[src/rtl/alu_res_station_array.sv]
// ALU reservation station array: operand storage, CDB wakeup and
// lowest-index dispatch to the ALU over a valid/ready handshake.
//
// Ports:
//   clk, reset            rising-edge clock, synchronous active-high reset
//   RS_ld_busy            per-station strobe: mark busy, load op and dest tag
//   RS_issue_ld_V[jk]     per-station strobe: load operand value (ready)
//   RS_issue_ld_Q[jk]     per-station strobe: load operand tag (pending)
//   issue_*               shared issue operand bus
//   cdb_valid/tag/data    common data bus broadcast
//   flush                 synchronous squash of every entry
//   alu_valid/alu_ready   dispatch handshake
//   alu_*                 selected entry contents
//   rs_busy               registered busy bits

package lc3b_types;
    typedef logic [15:0] lc3b_word;
    typedef enum logic [3:0] {
        alu_add  = 4'd0,
        alu_and  = 4'd1,
        alu_not  = 4'd2,
        alu_pass = 4'd3,
        alu_sll  = 4'd4,
        alu_srl  = 4'd5,
        alu_sra  = 4'd6
    } lc3b_aluop;
endpackage

module alu_res_station_array
    import lc3b_types::*;
#(
    parameter int NUM_RS = 3,
    parameter int TAG_W  = 3,
    localparam int ID_W  = (NUM_RS > 1) ? $clog2(NUM_RS) : 1
) (
    input  logic              clk,
    input  logic              reset,
    input  logic [NUM_RS-1:0] RS_ld_busy,
    input  logic [NUM_RS-1:0] RS_issue_ld_Vj,
    input  logic [NUM_RS-1:0] RS_issue_ld_Vk,
    input  logic [NUM_RS-1:0] RS_issue_ld_Qj,
    input  logic [NUM_RS-1:0] RS_issue_ld_Qk,
    input  lc3b_word          issue_Vj,
    input  lc3b_word          issue_Vk,
    input  logic [TAG_W-1:0]  issue_Qj,
    input  logic [TAG_W-1:0]  issue_Qk,
    input  lc3b_aluop         issue_aluop,
    input  logic [TAG_W-1:0]  issue_dest_tag,
    input  logic              cdb_valid,
    input  logic [TAG_W-1:0]  cdb_tag,
    input  lc3b_word          cdb_data,
    input  logic              flush,
    output logic              alu_valid,
    input  logic              alu_ready,
    output lc3b_word          alu_Vj,
    output lc3b_word          alu_Vk,
    output lc3b_aluop         alu_aluop,
    output logic [TAG_W-1:0]  alu_dest_tag,
    output logic [ID_W-1:0]   alu_rs_id,
    output logic [NUM_RS-1:0] rs_busy
);

    logic [NUM_RS-1:0] busy_q, busy_d;
    logic [NUM_RS-1:0] j_rdy_q, j_rdy_d;
    logic [NUM_RS-1:0] k_rdy_q, k_rdy_d;
    lc3b_aluop         aluop_q [NUM_RS];
    lc3b_aluop         aluop_d [NUM_RS];
    logic [TAG_W-1:0]  dest_q  [NUM_RS];
    logic [TAG_W-1:0]  dest_d  [NUM_RS];
    lc3b_word          vj_q    [NUM_RS];
    lc3b_word          vj_d    [NUM_RS];
    lc3b_word          vk_q    [NUM_RS];
    lc3b_word          vk_d    [NUM_RS];
    logic [TAG_W-1:0]  qj_q    [NUM_RS];
    logic [TAG_W-1:0]  qj_d    [NUM_RS];
    logic [TAG_W-1:0]  qk_q    [NUM_RS];
    logic [TAG_W-1:0]  qk_d    [NUM_RS];

    logic [NUM_RS-1:0] ready;
    logic [ID_W-1:0]   sel_id;
    logic              sel_vld;
    logic              dispatch;
    logic              byp_j;
    logic              byp_k;

    assign rs_busy  = busy_q;
    assign ready    = busy_q & j_rdy_q & k_rdy_q;
    assign dispatch = sel_vld & alu_ready;

    // Issue-cycle CDB match on the incoming tags avoids a lost wakeup.
    assign byp_j = cdb_valid && (cdb_tag == issue_Qj);
    assign byp_k = cdb_valid && (cdb_tag == issue_Qk);

    // Scan downward so the lowest ready index is the last one written.
    always_comb begin
        sel_id  = '0;
        sel_vld = 1'b0;
        for (int i = NUM_RS - 1; i >= 0; i--) begin
            if (ready[i]) begin
                sel_id  = ID_W'(i);
                sel_vld = 1'b1;
            end
        end
    end

    always_comb begin
        alu_valid    = sel_vld;
        alu_rs_id    = sel_id;
        alu_Vj       = '0;
        alu_Vk       = '0;
        alu_aluop    = alu_add;
        alu_dest_tag = '0;
        if (sel_vld) begin
            alu_Vj       = vj_q[sel_id];
            alu_Vk       = vk_q[sel_id];
            alu_aluop    = aluop_q[sel_id];
            alu_dest_tag = dest_q[sel_id];
        end
    end

    always_comb begin
        busy_d  = busy_q;
        j_rdy_d = j_rdy_q;
        k_rdy_d = k_rdy_q;
        for (int i = 0; i < NUM_RS; i++) begin
            aluop_d[i] = aluop_q[i];
            dest_d[i]  = dest_q[i];
            vj_d[i]    = vj_q[i];
            vk_d[i]    = vk_q[i];
            qj_d[i]    = qj_q[i];
            qk_d[i]    = qk_q[i];

            // Wakeup of pending operands in resident entries.
            if (busy_q[i] && !j_rdy_q[i] && cdb_valid &&
                cdb_tag == qj_q[i]) begin
                vj_d[i]    = cdb_data;
                j_rdy_d[i] = 1'b1;
            end
            if (busy_q[i] && !k_rdy_q[i] && cdb_valid &&
                cdb_tag == qk_q[i]) begin
                vk_d[i]    = cdb_data;
                k_rdy_d[i] = 1'b1;
            end

            if (dispatch && sel_id == ID_W'(i)) begin
                busy_d[i] = 1'b0;
            end

            // Issue after dispatch: a reload of the leaving entry wins.
            if (RS_ld_busy[i]) begin
                busy_d[i]  = 1'b1;
                aluop_d[i] = issue_aluop;
                dest_d[i]  = issue_dest_tag;
            end

            if (RS_issue_ld_Vj[i]) begin
                vj_d[i]    = issue_Vj;
                j_rdy_d[i] = 1'b1;
            end else if (RS_issue_ld_Qj[i]) begin
                qj_d[i] = issue_Qj;
                if (byp_j) begin
                    vj_d[i]    = cdb_data;
                    j_rdy_d[i] = 1'b1;
                end else begin
                    j_rdy_d[i] = 1'b0;
                end
            end

            if (RS_issue_ld_Vk[i]) begin
                vk_d[i]    = issue_Vk;
                k_rdy_d[i] = 1'b1;
            end else if (RS_issue_ld_Qk[i]) begin
                qk_d[i] = issue_Qk;
                if (byp_k) begin
                    vk_d[i]    = cdb_data;
                    k_rdy_d[i] = 1'b1;
                end else begin
                    k_rdy_d[i] = 1'b0;
                end
            end
        end

        if (flush) begin
            busy_d  = '0;
            j_rdy_d = '0;
            k_rdy_d = '0;
        end
    end

    always_ff @(posedge clk) begin
        if (reset) begin
            busy_q  <= '0;
            j_rdy_q <= '0;
            k_rdy_q <= '0;
        end else begin
            busy_q  <= busy_d;
            j_rdy_q <= j_rdy_d;
            k_rdy_q <= k_rdy_d;
        end
    end

    // Payload fields need no reset; they are qualified by busy/ready.
    always_ff @(posedge clk) begin
        for (int i = 0; i < NUM_RS; i++) begin
            aluop_q[i] <= aluop_d[i];
            dest_q[i]  <= dest_d[i];
            vj_q[i]    <= vj_d[i];
            vk_q[i]    <= vk_d[i];
            qj_q[i]    <= qj_d[i];
            qk_q[i]    <= qk_d[i];
        end
    end

endmodule
[config.mk]
export PLATFORM = sky130hd
export DESIGN_NAME = alu_res_station_array
export DESIGN_NICKNAME = d
export VERILOG_FILES = /design/src/rtl/alu_res_station_array.sv
export SDC_FILE = /design/constraint.sdc
export NUM_CORES = 1
export LEC_CHECK = 0
export ABC_AREA = 1
export BUFFER_PORTS_ARGS = -buffer_cell sky130_fd_sc_hd__clkbuf_2
export CAP_MARGIN = 20
export CORE_UTILIZATION = 45
export CTS_CLUSTER_DIAMETER = 150
export DETAILED_ROUTE_END_ITERATION = 7
export PLACE_DENSITY = 0.76
export SLEW_MARGIN = 40
export SYNTH_ARGS = -nofsm -noshare
export SYNTH_HDL_FRONTEND = slang
export SYNTH_SLANG_ARGS = --single-unit
export TNS_END_PERCENT = 100
[constraint.sdc]
create_clock -name clk -period 1.5 [get_ports clk]
set_input_delay 0.15 -clock clk [delete_from_list [all_inputs] [get_ports clk]]
set_output_delay 0.15 -clock clk [all_outputs]
set_load 0.05 [all_outputs]
==> results summary <==
The run finished, with violations left. The checks that failed: setup timing. The number of DRC violations after detailed-routing iteration 0 came out at 1,331.

Global routing finished with a remaining overflow of 0. The gate count after technology mapping is 1,182. The minimum hold slack is 0.0212 ns. The count of input and output buffers is 128. The final worst-path cycle share is 148%. STA classifies the critical path startpoint as a register.

The detailed-route vias per instance is 5.68. The final wirelength came out at 31.5 mm. The total leakage power is 6.31 nW. Setup violations remaining at the end of the flow were counted as 59. The tool flagged a number of max-cap violations equal to 0.

Setup repair after global routing could not meet its margin everywhere. Cells with a size suffix above 1 make up 31.6% of the layout. The average cell area after synthesis is 6.76 µm². The total CTS buffers is 17.

The clock passes through at most 2 buffers. The cell area after synthesis came out at 8000 µm². Yosys mapped the design onto 34 distinct sky130hd cell types.

At the end of routability-driven placement, the weighted congestion stood at 0.892. The pin count of the biggest net entering global routing is 18. The number of warning messages in the yosys log is 0. The detail route stage leaves a number of antenna-violating nets equal to 0. The area enclosed by the die boundary is 18,300 µm².

Counting flops and latches in the post-synthesis netlist gives 144. The overall track demand over capacity in global routing is 30.1%. The number of nets in the synthesized netlist is 1,266.

Counting the fill cells in the layout gives 1,175. The clock insertion delay at the later pin of the skew report came out at 0.44 ns. The repair_antennas step left the layout with diodes totalling 0. The tree is rooted in a sky130_fd_sc_hd__clkbuf_16. The first global-routing pass estimated 42.6 mm of wire. The worst setup skew after layout came out at 0.0108 ns. The net total in the final layout is 1,511. STA classifies the critical path endpoint as an output pin. The total iterations of the first detailed-routing run came out at 6. The clock tree from TritonCTS is built. After clock tree synthesis, the clock-pin slew on the worst setup and hold paths is 0.06 ns. The sum of negative setup slack is -21.39 ns.

The vertical die dimension came out at 135 µm. Compared with the post-synthesis result, the final layout area differs by 55.1%. Among all flip-flop cells after synthesis, the most frequent one is sky130_fd_sc_hd__dfxtp_1.

The library cell with the highest instance count after synthesis is sky130_fd_sc_hd__nand2_1. The instance area after placement is 9560 µm². The per-cell routed wire length is 18.9 µm. Data arrives at the worst endpoint at 2.07 ns.

The number of antenna violations at the first check in global routing came to 0. The sequential element share of the synthesized area is 40.9%. The total count of max-transition violations in the final report is 0.

The portion of synthesized cell area occupied by the leading cell type is 26.3%. The initial utilization of the core area, before any placement, comes to 46.2%. The final critical delay including setup and external delays came out at 2.22 ns.

The final number of hold-violating endpoints is 0. Detailed routing inserted a total of 9,461 vias. Dividing total power by cell area gives a power density of 877 nW/µm².

The upper clock frequency limit is 450 MHz. In the synthesized netlist the async set-or-reset flop fraction comes to 0%. The worst supply voltage drop on vdd came out at 966 µV. The slew of the pin with the lowest slew margin came out at 0.411 ns. The number of levels the H-tree was split into is 4.

Of all nets on the critical path, the largest fanout is 6. The area of all placed cells without fillers is 12,400 µm². The half-perimeter wire length after placement is 17.6 mm. The placeable core area is 17,300 µm².

The number of sinks handled by clock tree synthesis came out at 144. The normalized max-slew margin is 72.5%. The total I/O pin count is 129.

The commonest cells after synthesis are sky130_fd_sc_hd__nand2_1 (418), sky130_fd_sc_hd__nand3_1 (206), sky130_fd_sc_hd__inv_1 (182), sky130_fd_sc_hd__dfxtp_1 (105), sky130_fd_sc_hd__o21ai_0 (56). The tightest min-delay check is of the input pin to register type. The final routed DRC violation total is 0. The required time at the worst-slack endpoint came out at 1.35 ns. After floorplanning, the core was divided into 48 placement rows.

By area the synthesized netlist is led by sky130_fd_sc_hd__dfxtp_1 (26%), sky130_fd_sc_hd__nand2_1 (20%), sky130_fd_sc_hd__edfxtp_1 (15%). The via count of the first global-routing pass came out at 8,409. sky130_fd_sc_hd__dfxtp_1 takes more of the synthesized area than any other cell. The path type of the worst setup path is register to output pin. In this run, synthesis inferred 39 flip-flops with an integrated enable. The setup slack of the critical path after layout came out at -0.721 ns. The die width came out at 135 µm.
per-stage QoR:
stage / total power [mW] / setup WS, ns / instances / util (%)
after floorplan: 5.59 / -0.226 / 1182 / -
after global placement: 6.04 / -0.183 / 1557 / 55.2
after detailed placement: 6.08 / -0.221 / 1557 / 55.2
after CTS: 10.6 / -0.517 / 1642 / 66.1
after global routing: 11.2 / -0.784 / 1665 / 71.7
final: 10.9 / -0.721 / 1665 / 71.7
registers in the layout, summed over array words and instances, names as in the netlist:
name and count:
aluop_q 12, vj_q 48, k_rdy_q 3, dest_q 9, j_rdy_q 3, vk_q 48
qk_q 9, qj_q 9, rs_busy 3
power by group:
group	internal [mW]	switching, mW
combinational	0.726	1.19
clock	2.77	1.65
sequential	4.37	0.180
total	7.86	3.01
kinds of logic (layout without fill, tap and decap cells):
group	Yosys count	count (layout)	synth area share, %
simple gates	703	708	39.5
buf+inv	246	499	13.6
flops	144	144	40.9
compound gates	89	89	5.90
placed cells by master (no fill, tap or decap), types with 5 or more instances in the layout:
cell type,n
sky130_fd_sc_hd__buf_12,27
sky130_fd_sc_hd__dfxtp_4,6
sky130_fd_sc_hd__dlymetal6s4s_1,6
sky130_fd_sc_hd__o21ai_1,26
sky130_fd_sc_hd__clkbuf_16,48
sky130_fd_sc_hd__clkbuf_1,5
sky130_fd_sc_hd__nand2_8,8
sky130_fd_sc_hd__a21oi_1,11
sky130_fd_sc_hd__inv_1,144
sky130_fd_sc_hd__o21a_1,6
sky130_fd_sc_hd__nor3_2,13
sky130_fd_sc_hd__clkbuf_8,6
sky130_fd_sc_hd__nand2_4,24
sky130_fd_sc_hd__a21oi_2,6
sky130_fd_sc_hd__nand3_4,9
sky130_fd_sc_hd__nand3_2,11
sky130_fd_sc_hd__buf_4,61
sky130_fd_sc_hd__inv_2,35
sky130_fd_sc_hd__nand2_1,384
sky130_fd_sc_hd__dfxtp_1,96
sky130_fd_sc_hd__nor2_1,17
sky130_fd_sc_hd__dlygate4sd3_1,39
sky130_fd_sc_hd__buf_6,20
sky130_fd_sc_hd__clkbuf_2,80
sky130_fd_sc_hd__a31oi_4,7
sky130_fd_sc_hd__nand2_2,27
sky130_fd_sc_hd__nor3_4,8
sky130_fd_sc_hd__o21ai_2,23
sky130_fd_sc_hd__nor2_4,5
sky130_fd_sc_hd__edfxtp_1,39
sky130_fd_sc_hd__buf_8,10
sky130_fd_sc_hd__o21ai_0,5
sky130_fd_sc_hd__nand3_1,194
sky130_fd_sc_hd__clkinv_1,7
metal layers:
layer  GRT usage (%)  share of wire [%]  routed length, µm
met5               0                  0                  0
met1            36.8                 35              11100
met2            50.8                 50              15600
met3            4.41                9.4               2950
met4            16.4                5.9               1850
cell type report:
class | count | area (µm²) | share of cell area [%]
timing repair buffer | 275 | 3010 | 24.3
clock inverter | 4 | 70.1 | 0.565
sequential | 144 | 3300 | 26.6
multi-input combinational | 797 | 4460 | 36.0
inverter | 192 | 742 | 5.99
clock buffer | 28 | 538 | 4.34
tap | 225 | 282 | 2.27
critical path, stage by stage (launching register included):
cell and delay (ns):
sky130_fd_sc_hd__dfxtp_4 0.36, sky130_fd_sc_hd__nand3_4 0.11, sky130_fd_sc_hd__buf_6 0.12, sky130_fd_sc_hd__nand2_8 0.08, sky130_fd_sc_hd__buf_4 0.15, sky130_fd_sc_hd__nor3_1 0.28
sky130_fd_sc_hd__o21ai_1 0.14, sky130_fd_sc_hd__buf_4 0.16, sky130_fd_sc_hd__inv_2 0.06, sky130_fd_sc_hd__clkbuf_16 0.16
what timing repair did:
item                                    4_1_cts  5_1_grt
gates resized for setup                     184      164
endpoints found under the setup margin       43      139
pin swaps                                    16       60
setup buffers                                 7       14
endpoints found under the hold margin       135        0
cloned                                        1       15
hold buffers                                 45        0
final timing paths:
kind	from	to	slack [ns]	depth (start not counted)
setup / recovery	rs_busy[1]$_SDFFE_PP0P_	alu_Vj[13]	-0.72	9
setup reg to reg	j_rdy_q[1]$_SDFFE_PP0P_	vj_q[1][13]$_DFF_P_	-0.08	9
hold / removal	RS_issue_ld_Vj[0]	vj_q[0][3]$_DFF_P_	0.02	3
hold reg to reg	vk_q[1][1]$_DFF_P_	vk_q[1][1]$_DFF_P_	0.57	4
Note: power is estimated with default switching activity, not from simulation.
